## src/rtl/demux1xn_stream_if.sv

```systemverilog
// Stream bundle for demux1xn_stream: one input stream fanned out to N lanes
// plus the round-robin pointer and drop counter status outputs.
interface demux1xn_stream_if #(
  parameter int N  = 4,
  parameter int W  = 8,
  parameter int SW = 2
);
  logic [W-1:0]   in;
  logic           in_valid;
  logic           in_ready;
  logic [SW-1:0]  s;
  logic           rr_en;
  logic [N*W-1:0] y;
  logic [N-1:0]   y_valid;
  logic [N-1:0]   y_ready;
  logic [SW-1:0]  rr_ptr;
  logic [7:0]     err_cnt;

  // The demux itself sits on the slave side.
  modport slave (
    input  in, in_valid, s, rr_en, y_ready,
    output in_ready, y, y_valid, rr_ptr, err_cnt
  );

  modport master (
    output in, in_valid, s, rr_en, y_ready,
    input  in_ready, y, y_valid, rr_ptr, err_cnt
  );
endinterface

```

## src/rtl/demux1xn_stream.sv

```systemverilog
// Registered 1-to-N stream demultiplexer with select or round-robin routing;
// each lane owns a one-entry output register and drains independently.
module demux1xn_stream #(
  parameter int N  = 4,
  parameter int W  = 8,
  parameter int SW = 2
) (
  input logic              clk,
  input logic              rst,
  demux1xn_stream_if.slave bus
);
  localparam logic [SW:0]   N_EXT   = (SW + 1)'(N);
  localparam logic [SW-1:0] LAST_RR = SW'(N - 1);

  logic [N*W-1:0] y_q, y_d;
  logic [N-1:0]   y_valid_q, y_valid_d;
  logic [SW-1:0]  rr_ptr_q, rr_ptr_d;
  logic [7:0]     err_cnt_q, err_cnt_d;

  logic [SW-1:0]  tgt;
  logic           tgt_in_range;
  logic [N-1:0]   lane_sel;
  logic [N-1:0]   lane_can_take;
  logic           accept;

  assign tgt          = bus.rr_en ? rr_ptr_q : bus.s;
  assign tgt_in_range = ({1'b0, tgt} < N_EXT);

  // A full lane still accepts when its consumer drains on the same edge.
  assign lane_can_take = ~y_valid_q | bus.y_ready;
  assign bus.in_ready  = tgt_in_range ? |(lane_sel & lane_can_take) : 1'b1;
  assign accept        = bus.in_valid & bus.in_ready;

  generate
    for (genvar gi = 0; gi < N; gi++) begin : g_lane
      logic load;
      assign lane_sel[gi]        = tgt_in_range && (tgt == SW'(gi));
      assign load                = accept & lane_sel[gi];
      assign y_valid_d[gi]       = load | (y_valid_q[gi] & ~bus.y_ready[gi]);
      assign y_d[gi*W +: W]      = load ? bus.in : y_q[gi*W +: W];
    end
  endgenerate

  always_comb begin
    rr_ptr_d  = rr_ptr_q;
    err_cnt_d = err_cnt_q;
    if (accept && bus.rr_en) begin
      rr_ptr_d = (rr_ptr_q == LAST_RR) ? '0 : rr_ptr_q + 1'b1;
    end
    // Pointer never leaves 0..N-1, so drops can only come from select mode.
    if (accept && !tgt_in_range && (err_cnt_q != 8'hFF)) begin
      err_cnt_d = err_cnt_q + 8'd1;
    end
  end

  always_ff @(posedge clk) begin
    if (rst) begin
      y_q       <= '0;
      y_valid_q <= '0;
      rr_ptr_q  <= '0;
      err_cnt_q <= '0;
    end else begin
      y_q       <= y_d;
      y_valid_q <= y_valid_d;
      rr_ptr_q  <= rr_ptr_d;
      err_cnt_q <= err_cnt_d;
    end
  end

  assign bus.y       = y_q;
  assign bus.y_valid = y_valid_q;
  assign bus.rr_ptr  = rr_ptr_q;
  assign bus.err_cnt = err_cnt_q;
endmodule

```

## src/flat_wrapper.sv

```systemverilog
// flat-port wrapper written by rule: the top's interface ports become plain ports
module demux1xn_stream_flat 
#(
  parameter int N  = 4,
  parameter int W  = 8,
  parameter int SW = 2
)
  (clk, rst, bus_in, bus_in_valid, bus_s, bus_rr_en, bus_y_ready, bus_in_ready, bus_y, bus_y_valid, bus_rr_ptr, bus_err_cnt);
  demux1xn_stream_if #(.N(N), .W(W), .SW(SW)) bus_i ();
  input logic clk;
  input logic rst;
  input wire logic [$bits(bus_i.in)-1:0] bus_in;
  input wire logic [$bits(bus_i.in_valid)-1:0] bus_in_valid;
  input wire logic [$bits(bus_i.s)-1:0] bus_s;
  input wire logic [$bits(bus_i.rr_en)-1:0] bus_rr_en;
  input wire logic [$bits(bus_i.y_ready)-1:0] bus_y_ready;
  output wire logic [$bits(bus_i.in_ready)-1:0] bus_in_ready;
  output wire logic [$bits(bus_i.y)-1:0] bus_y;
  output wire logic [$bits(bus_i.y_valid)-1:0] bus_y_valid;
  output wire logic [$bits(bus_i.rr_ptr)-1:0] bus_rr_ptr;
  output wire logic [$bits(bus_i.err_cnt)-1:0] bus_err_cnt;
  assign bus_i.in = bus_in;
  assign bus_i.in_valid = bus_in_valid;
  assign bus_i.s = bus_s;
  assign bus_i.rr_en = bus_rr_en;
  assign bus_i.y_ready = bus_y_ready;
  assign bus_in_ready = bus_i.in_ready;
  assign bus_y = bus_i.y;
  assign bus_y_valid = bus_i.y_valid;
  assign bus_rr_ptr = bus_i.rr_ptr;
  assign bus_err_cnt = bus_i.err_cnt;
  demux1xn_stream #(.N(N), .W(W), .SW(SW)) u_core (.clk(clk), .rst(rst), .bus(bus_i));
endmodule
```

## config.mk

```make
export PLATFORM = sky130hd
export DESIGN_NAME = demux1xn_stream_flat
export DESIGN_NICKNAME = d
export VERILOG_FILES = /design/src/rtl/demux1xn_stream_if.sv /design/src/rtl/demux1xn_stream.sv /design/src/flat_wrapper.sv
export SDC_FILE = /design/constraint.sdc
export NUM_CORES = 1
export LEC_CHECK = 0
export CAP_MARGIN = 25
export CORE_ASPECT_RATIO = 1.1
export CORE_UTILIZATION = 45
export CTS_CLUSTER_SIZE = 12
export DETAILED_ROUTE_END_ITERATION = 6
export PLACE_DENSITY = 0.83
export SLEW_MARGIN = 20
export SYNTH_ARGS = -nofsm -noshare
export SYNTH_HDL_FRONTEND = slang
export SYNTH_SLANG_ARGS = --single-unit
```

## constraint.sdc

```tcl
create_clock -name clk -period 2.83 [get_ports clk]
set_input_delay 0.283 -clock clk [delete_from_list [all_inputs] [get_ports clk]]
set_output_delay 0.283 -clock clk [all_outputs]
set_load 0.02 [all_outputs]
```

==> flow_summary.json <==
{
  "num_antenna_cells": 0,
  "synthDistinctLibCells": 24,
  "fillCellCount": 265,
  "clockPowerShare_pct": 26.7,
  "maxSlewHeadroom_pct": 52.3,
  "die_height_um": 64.1,
  "mostFrequentLayoutCell": "clkdlybuf4s50_1",
  "path_max_fanout": 5,
  "switchingPower_w": 0.000300,
  "cts.hold.buffers_added": 0,
  "avgRoutedWirePerCell_um": 14.0,
  "worst-path-buf-inv": 3,
  "r2r_start": "u_core.bus.rr_ptr[1]",
  "ff2ff_path_depth": 5,
  "fin_crit_sh_pct": 88.4,
  "worstPathArrival_ns": 2.22,
  "critPathLaunch": "bus_rr_en",
  "syn_avg_cell_area_um2": 10.0,
  "seq_area_frac_synth_pct": 48.3,
  "fin_crit_ns": 2.50,
  "gp_congestion": 0.875,
  "slew_viol_final": 0,
  "max_stage_delay_ns": 0.60,
  "worstHoldStart": "u_core.bus.y[31]",
  "route.detailed.drc": 0,
  "firstDrtPassIters": 4,
  "area_growth_pct": 40.4,
  "grt_max_degree": 40,
  "cts_setup_buffers": 0,
  "path_clk_slew_ns": 0.10,
  "swShare_pct": 27.7,
  "finalSetupViolCount": 0,
  "die_w_um": 58.4,
  "finalCoreUtilization_pct": 66.4,
  "place_hpwl_mm": 2.67,
  "fmax_ghz": 0.400,
  "synth_cells": 157,
  "antenna_found_initial": 0,
  "cts-resized-gates": 0,
  "layout_common_cells": "clkdlybuf4s50_1, dfxtp_1, mux2i_1, nor2_1, conb_1",
  "crit_family": "buffers and inverters",
  "ys.flop_type": "dfxtp_1",
  "postRouteAntennaNets": 0,
  "cts_tree": "yes",
  "ir_drop_mv": 0.365,
  "drive_above_1_share_pct": 6.48,
  "startpoint_type": "input pin",
  "synth-xor-area-share_pct": 0,
  "async_flop_share_pct": 0,
  "cts.path.max_buffers": 2,
  "io_buffers": 56,
  "path_cells": "clkdlybuf4s50_1, mux2i_1, buf_4, mux2i_1, o21ai_1, clkdlybuf4s50_1",
  "fp.coreArea_mm2": 0.00333,
  "ys_ff_latch": 38,
  "whs_path_depth": 2,
  "syn_area_mm2": 0.00158,
  "synth_edf_count": 0,
  "setup-tns-final_ns": 0,
  "overflow": 0,
  "die-area_mm2": 0.00374,
  "p_leak_nw": 1.03,
  "synth_top_family_by_area": "multiplexers",
  "power_frac_seq_pct": 52.9,
  "start_util_pct": 47.3,
  "worst_slew_pin_slew_ns": 0.712,
  "drv_cap": 0,
  "stdcell_area_mm2": 0.00221,
  "numCtsBuffers": 5,
  "insertion_delay_ns": 0.33,
  "holdWs_ns": 0.507,
  "endpoint_kind": "output port",
  "synth_simple_gate_area_share_pct": 14.9,
  "cts-root-buf": "clkbuf_4",
  "nNetsFinal": 234,
  "p_int_w": 0.000786,
  "grt_pass1_vias": 1355,
  "synthAdderAreaFrac_pct": 0.794,
  "synth_mux_area_share_pct": 25.5,
  "clock-sinks": 38,
  "rows": 22,
  "worstSetupPathType": "input pin to output port",
  "p_comb_share_pct": 20.4,
  "grt_pass1_wl_mm": 6.21,
  "worstSetupPathDepth": 6,
  "synth_warnings": 0,
  "drtIter0Drc": 49,
  "hold_violations": 0,
  "final.setup_skew_ns": 0.00499,
  "finalPower_w": 0.00109,
  "h-tree-depth": 2,
  "status": "finished, final reports clean",
  "rsz0062_at_grt": "no",
  "p_per_area_mw_per_mm2": 491,
  "hp-class": "flop to flop",
  "wl_mm": 3.71,
  "post_dp_cell_area_mm2": 0.00215,
  "via_per_inst": 4.88,
  "ios": 65,
  "worstPathRequired_ns": 2.55,
  "slowest_stage": "clkdlybuf4s50_1",
  "grt_usage_pct": 22.0,
  "vias": 1288,
  "synth_compound_area_share_pct": 3.65
}
registers in the layout, summed over array words and instances (netlist names):
signal / count
u_core.bus.y_valid: 4
u_core.bus.rr_ptr: 2
u_core.bus.y: 32
layout make-up:
type | instances | area (µm²) | share of cell area (%)
multi-input cells | 109 | 737 | 33.3
repair buffers | 60 | 591 | 26.7
well taps | 48 | 60.1 | 2.71
clock inverters | 1 | 5.00 | 0.226
flip-flops and latches | 38 | 761 | 34.4
inverters | 1 | 3.75 | 0.170
clock buffers | 7 | 55.1 | 2.49
metal layers:
metal | track usage [%] | wire, µm
met1 | 24.1 | 1460
met4 | 6.85 | 25
met2 | 38.9 | 1920
met3 | 7.89 | 297
met5 | 0 | 0
synth_stat cells, types with 2 or more instances:
| library cell | count | share of area (%) |
|---|---|---|
| nand3_1 | 2 | 0.64 |
| buf_2 | 2 | 0.64 |
| buf_4 | 10 | 4.8 |
| a21oi_1 | 5 | 1.6 |
| nor2_1 | 35 | 8.3 |
| clkbuf_1 | 4 | 0.95 |
| nand4_1 | 3 | 1.2 |
| dfxtp_1 | 38 | 48 |
| nand2_1 | 3 | 0.71 |
| nand2b_1 | 4 | 1.6 |
| mux2_1 | 2 | 1.4 |
| mux2i_1 | 35 | 22 |
| nand4b_1 | 3 | 1.7 |
worst reg2reg max path, cell delays in order (launching register included):
cell and delay (ns):
dfxtp_1 0.51, mux2i_1 0.18, buf_4 0.18, nand4b_1 0.64
mux2i_1 0.37, nor2_1 0.06
through the flow:
stage | worst slack, ns | instances
5_1_grt | 0.225 | 264
3_3_place_gp | 0.406 | 256
3_5_place_dp | 0.352 | 256
4_1_cts | 0.331 | 264
2_1_floorplan | 1.20 | 164
6_report | 0.328 | 264
power groups by stage:
stage | Combinational [W] | Clock (W) | Sequential (W)
5_1_grt | 0.000238 | 0.000319 | 0.000579
6_report | 0.000222 | 0.000290 | 0.000575
2_1_floorplan | 0.000101 | 0 | 0.000614
3_3_place_gp | 0.000215 | 0 | 0.000585
3_5_place_dp | 0.000221 | 0 | 0.000587
4_1_cts | 0.000223 | 0.000298 | 0.000575
cells by family after synthesis:
kind of cell,after synthesis
other cells,1
mux,39
buf+inv,17
compound gates,9
simple gates,52
fa+ha+maj,1
flops,38
final timing paths:
path | to | slack (ns)
max | bus_in_ready | 0.33
min reg2reg | u_core.bus.y[31] | 0.51
min | u_core.bus.y[31] | 0.51
max reg2reg | u_core.bus.y[27] | 0.78
Note: power is estimated with default switching activity, not from simulation.
